--- config.mk ---
export PLATFORM = sky130hd
export DESIGN_NAME = msb_decode_nbit
export DESIGN_NICKNAME = d
export VERILOG_FILES = /design/src/rtl/msb_decode_nbit.sv
export SDC_FILE = /design/constraint.sdc
export NUM_CORES = 1
export LEC_CHECK = 0
export CAP_MARGIN = 0
export CORE_MARGIN = 3
export CORE_UTILIZATION = 49
export DETAILED_ROUTE_END_ITERATION = 12
export PLACE_DENSITY = 0.78
export SLEW_MARGIN = 5
export SYNTH_ARGS = -nofsm -noshare
export SYNTH_HDL_FRONTEND = slang
export SYNTH_SLANG_ARGS = --single-unit
export TNS_END_PERCENT = 30
--- constraint.sdc ---
create_clock -name clk -period 1.4 [get_ports clk]
set_input_delay 0.21 -clock clk [delete_from_list [all_inputs] [get_ports clk]]
set_output_delay 0.21 -clock clk [all_outputs]
set_load 0.03 [all_outputs]
--- src/rtl/msb_decode_nbit.sv ---
// msb_decode_nbit
//   Rebuilds an N-bit word from a 1-based MSB position, which makes it the
//   inverse of the MSB-position finder. A position of 0 means "zero word".
//   The word is produced as either a one-hot value or a thermometer mask.
//   It is a two-stage valid/ready pipeline. Stage 1 splits the position
//   into a byte group and a bit within that byte. Stage 2 expands each byte
//   lane from that pair.
//
// Ports
//   clk        rising-edge clock
//   rst_n      asynchronous active-low reset
//   in_valid   request present
//   in_ready   block accepts a request this cycle
//   in_pos     1-based MSB position (0 = zero word)
//   in_mode    0 = one-hot, 1 = thermometer mask
//   out_valid  result present
//   out_ready  consumer accepts the result this cycle
//   out_num    decoded N-bit word
//   out_err    request position was greater than N
module msb_decode_nbit #(
  parameter int N = 32
) (
  input  logic         clk,
  input  logic         rst_n,
  input  logic         in_valid,
  output logic         in_ready,
  input  logic [7:0]   in_pos,
  input  logic         in_mode,
  output logic         out_valid,
  input  logic         out_ready,
  output logic [N-1:0] out_num,
  output logic         out_err
);

  localparam int NG  = N / 8;
  localparam int GIW = (NG > 1) ? $clog2(NG) : 1;

  // Expands (group, bit) into the full word. Lanes below the selected group
  // are all ones in mask mode. The selected lane gets a single bit in one-hot
  // mode, or bits b..0 in mask mode. The 9-bit intermediate lets b = 7
  // produce 8'hFF without wrapping.
  function automatic logic [N-1:0] decode_word(
    input logic           mode,
    input logic           zero,
    input logic           err,
    input logic [GIW-1:0] g,
    input logic [2:0]     b
  );
    logic [N-1:0] w;
    logic [7:0]   onehot_byte;
    logic [7:0]   mask_byte;
    w           = '0;
    onehot_byte = 8'd1 << b;
    mask_byte   = 8'((9'd2 << b) - 9'd1);
    if (!zero && !err) begin
      for (int k = 0; k < NG; k++) begin
        if (GIW'(k) == g)
          w[8*k +: 8] = mode ? mask_byte : onehot_byte;
        else if (mode && (GIW'(k) < g))
          w[8*k +: 8] = 8'hFF;
      end
    end
    return w;
  endfunction

  logic           vld_p1;
  logic           mode_p1;
  logic           zero_p1;
  logic           err_p1;
  logic [GIW-1:0] grp_p1;
  logic [2:0]     bit_p1;

  logic           s2_advance;
  logic [7:0]     pos_m1;
  logic           pos_zero;
  logic           pos_err;

  assign s2_advance = !out_valid || out_ready;
  assign in_ready   = !vld_p1 || s2_advance;

  assign pos_m1   = in_pos - 8'd1;
  assign pos_zero = (in_pos == 8'd0);
  assign pos_err  = ({1'b0, in_pos} > 9'(N));

  // Stage 1: split the position into byte group and in-byte bit
  always_ff @(posedge clk or negedge rst_n) begin
    if (!rst_n) begin
      vld_p1  <= 1'b0;
      mode_p1 <= 1'b0;
      zero_p1 <= 1'b0;
      err_p1  <= 1'b0;
      grp_p1  <= '0;
      bit_p1  <= '0;
    end else if (in_ready) begin
      vld_p1 <= in_valid;
      if (in_valid) begin
        mode_p1 <= in_mode;
        zero_p1 <= pos_zero;
        err_p1  <= pos_err;
        grp_p1  <= GIW'(pos_m1 >> 3);
        bit_p1  <= pos_m1[2:0];
      end
    end
  end

  // Stage 2: expand each byte lane and register the result
  always_ff @(posedge clk or negedge rst_n) begin
    if (!rst_n) begin
      out_valid <= 1'b0;
      out_num   <= '0;
      out_err   <= 1'b0;
    end else if (s2_advance) begin
      out_valid <= vld_p1;
      if (vld_p1) begin
        out_num <= decode_word(mode_p1, zero_p1, err_p1, grp_p1, bit_p1);
        out_err <= err_p1;
      end
    end
  end

endmodule

**Word level (Yosys, flattened, before mapping)**

Index checks and enable logic that the tools add are counted.

- Add/sub/neg operators: 2
- Multipliers: 0
- Div/mod/pow operators: 0
- $lt $le $gt $ge: 5
- Equality and inequality tests: 3
- Shift operators: 2
- Muxes and demuxes: 10
- Bitwise logic cells: 0
- Reductions and logical operators: 15

Operator list:

| operator | count |
|---|---|
| 8-bit 2-to-1 mux | 9 |
| 32-bit 2-to-1 mux | 1 |
| 8-bit by 6-bit > comparator with 1-bit output, second input constant | 1 |
| 8-bit logical NOT | 1 |
| 1-bit by 3-bit left shift with 8-bit output, first input constant | 1 |
| 2-bit by 3-bit left shift with 8-bit output, first input constant | 1 |
| 8-bit by 1-bit subtractor with 8-bit output, second input constant | 1 |
| 1-bit logical AND | 5 |
| 5-bit by 1-bit subtractor with 5-bit output, second input constant | 1 |
| 2-bit == test, first input constant | 2 |
| 1-bit logical NOT | 4 |
| 1-bit by 2-bit < comparator with 1-bit output, first input constant | 2 |
| 2-bit < comparator, first input constant | 2 |
| 2-bit AND reduction | 2 |
| 1-bit by 2-bit == test with 1-bit output, first input constant | 1 |
| 2-bit logical NOT | 1 |
| 1-bit logical OR | 2 |

- Register bits after elaboration: 43
- Latch bits: 0
- Memory bits (writable): 0
- Memory bits (read-only): 0
- Bits of input ports: 13
- Output and inout bits: 35
- Word-level logic and storage cells: 46
- Memories kept: 0

**Depth between registers and ports, before layout**

- Word-level depth: 5
- Gate-level depth with buffers: 5
- Mapped depth without buffers: 5

**Worst setup path after synthesis**

OpenSTA, ideal clock, no wires.

- Path type: reg-to-reg
- From: reg out_valid
- To: reg bit_p1[0]
- Setup time: 125 ps
- Data arrival time: 1456 ps
- Required time: 1275 ps
- Setup slack: -181 ps
- Stages on the path, launching flop included: 4
- Path buffers: 0
- Period minus slack after synthesis: 1581 ps
- Cell sequence: dfrtp_1 -> nand3b_2 -> nand2_1 -> mux2_2

- Longest elaborated chain between the ends: 4

RTL lines:

| what | RTL line | RTL |
|---|---|---|
| from (decl) | 29 | `output logic out_valid,` |
| from (signal assigned) | 113 | `out_valid <= vld_p1;` |
| 1-bit logical NOT | 78 | `assign s2_advance = !out_valid \|\| out_ready;` |
| 1-bit logical OR | 78 |  |
| 1-bit logical OR | 79 | `assign in_ready = !vld_p1 \|\| s2_advance;` |
| net in_ready | 26 | `output logic in_ready,` |
| 2-bit AND reduction (no line) | -- |  |
| to (signal assigned) | 101 | `bit_p1 <= pos_m1[2:0];` |
| to (decl) | 71 | `logic [2:0] bit_p1;` |

The timed path passes the listed nets, and every way through them passes these cells.
A chain may end at the register's enable or synchronous reset.

**Worst setup path in the final report**

- From: in out_ready
- To: out in_ready

- Longest elaborated chain between the ends: 2

RTL lines:

| what | RTL line | RTL |
|---|---|---|
| from (decl) | 30 | `input logic out_ready,` |
| 1-bit logical OR | 78 |  |
| 1-bit logical OR | 79 |  |
| to (decl) | 26 |  |

Every way passes these cells.

==> metrics.txt <==
Leakage=about 1.3 nW; worst slew pin tran=0.317 ns; Placement Cell Area=~0.0027 sq mm; DRT iter0 DRCs=a little under 100; Pre-antenna DRT Iters=4; total clock sinks=43; initial core utilization=0.536; # setup viols final=0; DR vias/cell=5.78; final cell count without fillers=306; Worst Path Required=1.19 ns; initial antenna violation count=0; Worst-path clk slew=roughly 0.08 ns; final WL=roughly 4800 microns; fin area=roughly 0.0028 sq mm; crit end category=output pin; Crit path arrival time=roughly 1.2 ns; num rows=22; Syn Nets=204; synthesized cell area=slightly above 0.002 sq mm; post-synth top area share=0.521; Max Clk Rate=736 MHz; CP Class=in -> out; CP max stage delay=slightly below 0.5 ns; Synth area leader=dfrtp_1; Final Hold Fails=0; global-route wire length before repair=between 8000 and 9000 microns; library cells used by synthesis=37; reg-to-reg startpoint=grp_p1[1]; outcome=finished clean; CP Launch Type=primary input; Seq cells post-synth=43; fin nets=around 270; Final HPWL DP=3640 microns; final slew viol count=0; leading cell type in the layout, fill and taps excluded=dfrtp_1; Layout area overhead=36.0%; Clock Latency Late Sink=between 0.2 and 0.3 ns; Core ar.=about 0.0039 sq mm; Syn Inst Count=~190; remaining routing DRC violations=0; synth top area cells=dfrtp_1 52%, o2bb2ai_1 10%, mux2_2 4.4%; Longest Clk Path Bufs=2; CTS tree=done; CP cell instances=clkdlybuf4s50_1 > nand3b_4 > buf_4 > buf_4; vias in the first global route=between 1500 and 2000; Routed Antenna Nets=0; Avg Inst Size Synth=about 11 sq um; IO Pins=48; Filler Cell Count=285; root buf cell=clkbuf_8; Reg2Reg Depth=4; largest net degree at the start of global routing=33; # Max-Cap Violations=0; Max FO, Critical Path=6; Die ar.=around 0.005 sq mm; CTS buffer count=5; Hold WC Path Type=in -> async; Die Y=about 71 microns; Worst path slowest cell=clkdlybuf4s50_1; sequential share of the synthesized area=0.521; port bufs=47; worst relative slew slack=0.789; vias post-DR=roughly 1800; H-tree Lvls=2; GRT Total Usage=0.209; RSZ-0062 raised after global routing=true; fin crit period=between 1 and 1.5 ns; footprint of the multi-input gates=about 940 sq um; flip-flop and latch area=0.00108 sq mm; gr ovfl total=0; Routability Congestion=~0.88; most frequent cells in the layout=38 x dfrtp_1, 36 x dlygate4sd2_1, 26 x buf_4, 24 x o2bb2ai_1, 12 x a21oi_1; FF-to-FF End=out_num[19]; die width=71.0 microns; power per cell area=1110 mW/mm^2; maximum vdd ir drop=about 0.00077 V; average wire per cell in the routed design=about 16 microns; Antenna Cells=0; Final Cycle Share=0.970; synth warn=0; cell mode on critical path=buf_4; placed insts=~300; Clock Skew=~0.0065 ns; Reg2Reg Setup Slack=around 0.08 ns; proportion of layout cells with a drive suffix above 1=0.225
-- power breakdown --
part	switching, W	internal (W)
clock	0.000389	0.000350
combinational	0.000544	0.000384
sequential	0.000116	0.00135
total	0.00105	0.00208
-- layer usage --
layer / track usage / routed length [microns]
met5: 0 / 0
met4: 0.0793 / 114
met3: 0.0540 / 257
met2: 0.341 / 2340
met1: 0.268 / 2110
-- worst max-delay path by stage --
stage | startpoint | to
floorplan | out_valid | bit_p1[0]
detailed placement | in_pos[1] | err_p1
CTS | bit_p1[1] | out_num[21]
global placement | in_pos[0] | err_p1
finish | out_ready | in_ready
global route | grp_p1[1] | out_num[19]
-- synthesized netlist by cell type, drive strengths merged --
cell type,count
o21bai,2
inv,3
nand2,10
nand3,1
buf,10
nor3b,3
o2bb2ai,24
nor3,5
nor2,6
and3b,1
a21oi,12
nand2b,6
nand4,4
a211oi,4
and3,1
ha,2
nor4,2
o31ai,7
nor2b,2
mux2,9
o21ai,10
o21a,2
dfrtp,43
or2,2
clkbuf,3
or4b,1
a32oi,1
a211o,1
o221ai,1
and2,2
nand3b,1
a31oi,4
o2111ai,1
xor2,3
-- registers in the layout (all words and copies together) (netlist names) --
signal,flops
out_num,32
bit_p1,3
grp_p1,2
err_p1,1
mode_p1,1
out_err,1
out_valid,1
vld_p1,1
zero_p1,1
-- critical path: cells and delay by family --
kind | cells | cell delay, ns
and+or+nand+nor | 1 | 0.15
buffers and inverters | 3 | 0.79
-- logic make-up after synthesis --
logic type                 synth area share
AOI/OAI and AO/OA                     0.241
and+or+nand+nor                       0.130
adders and majority gates            0.0121
buffers and inverters                0.0351
xor gates and xnor gates             0.0127
muxes                                0.0490
DFF                                   0.521
-- through the flow --
| step | hold slack, ns | total power, W | util | worst slack, ns | setup TNS, ns |
|---|---|---|---|---|---|
| 5_1_grt | 0.355 | 0.00331 | 0.729 | -0.0601 | -0.142 |
| 3_3_place_gp | 0.112 | 0.00243 | 0.711 | -0.331 | -7.28 |
| 3_5_place_dp | 0.122 | 0.00245 | 0.711 | -0.386 | -7.69 |
| 2_1_floorplan | -0.0856 | 0.00204 | - | 0.0436 | 0 |
| 6_report | 0.333 | 0.00313 | 0.729 | 0.0416 | 0 |
| 4_1_cts | 0.339 | 0.00314 | 0.723 | 0.0172 | 0 |
-- repair_timing --
| action | 4_1_cts | 5_1_grt |
|---|---|---|
| setup endpoints to repair | 39 | 18 |
| buffers inserted | 0 | 1 |
| gates resized for setup | 38 | 7 |
| endpoints found under the hold margin | 13 | 0 |
| pin swaps | 2 | 1 |
| hold buffers | 1 | 0 |
-- final cells by class --
class                      instances  share of cell area
sequential                        43               0.385
inverter                           3             0.00401
multi-input combinational        130               0.334
tap                               48              0.0214
clock buffer                       7              0.0272
clock inverter                     1             0.00178
timing repair buffer              74               0.226
Power figures use the tool's default switching activity.
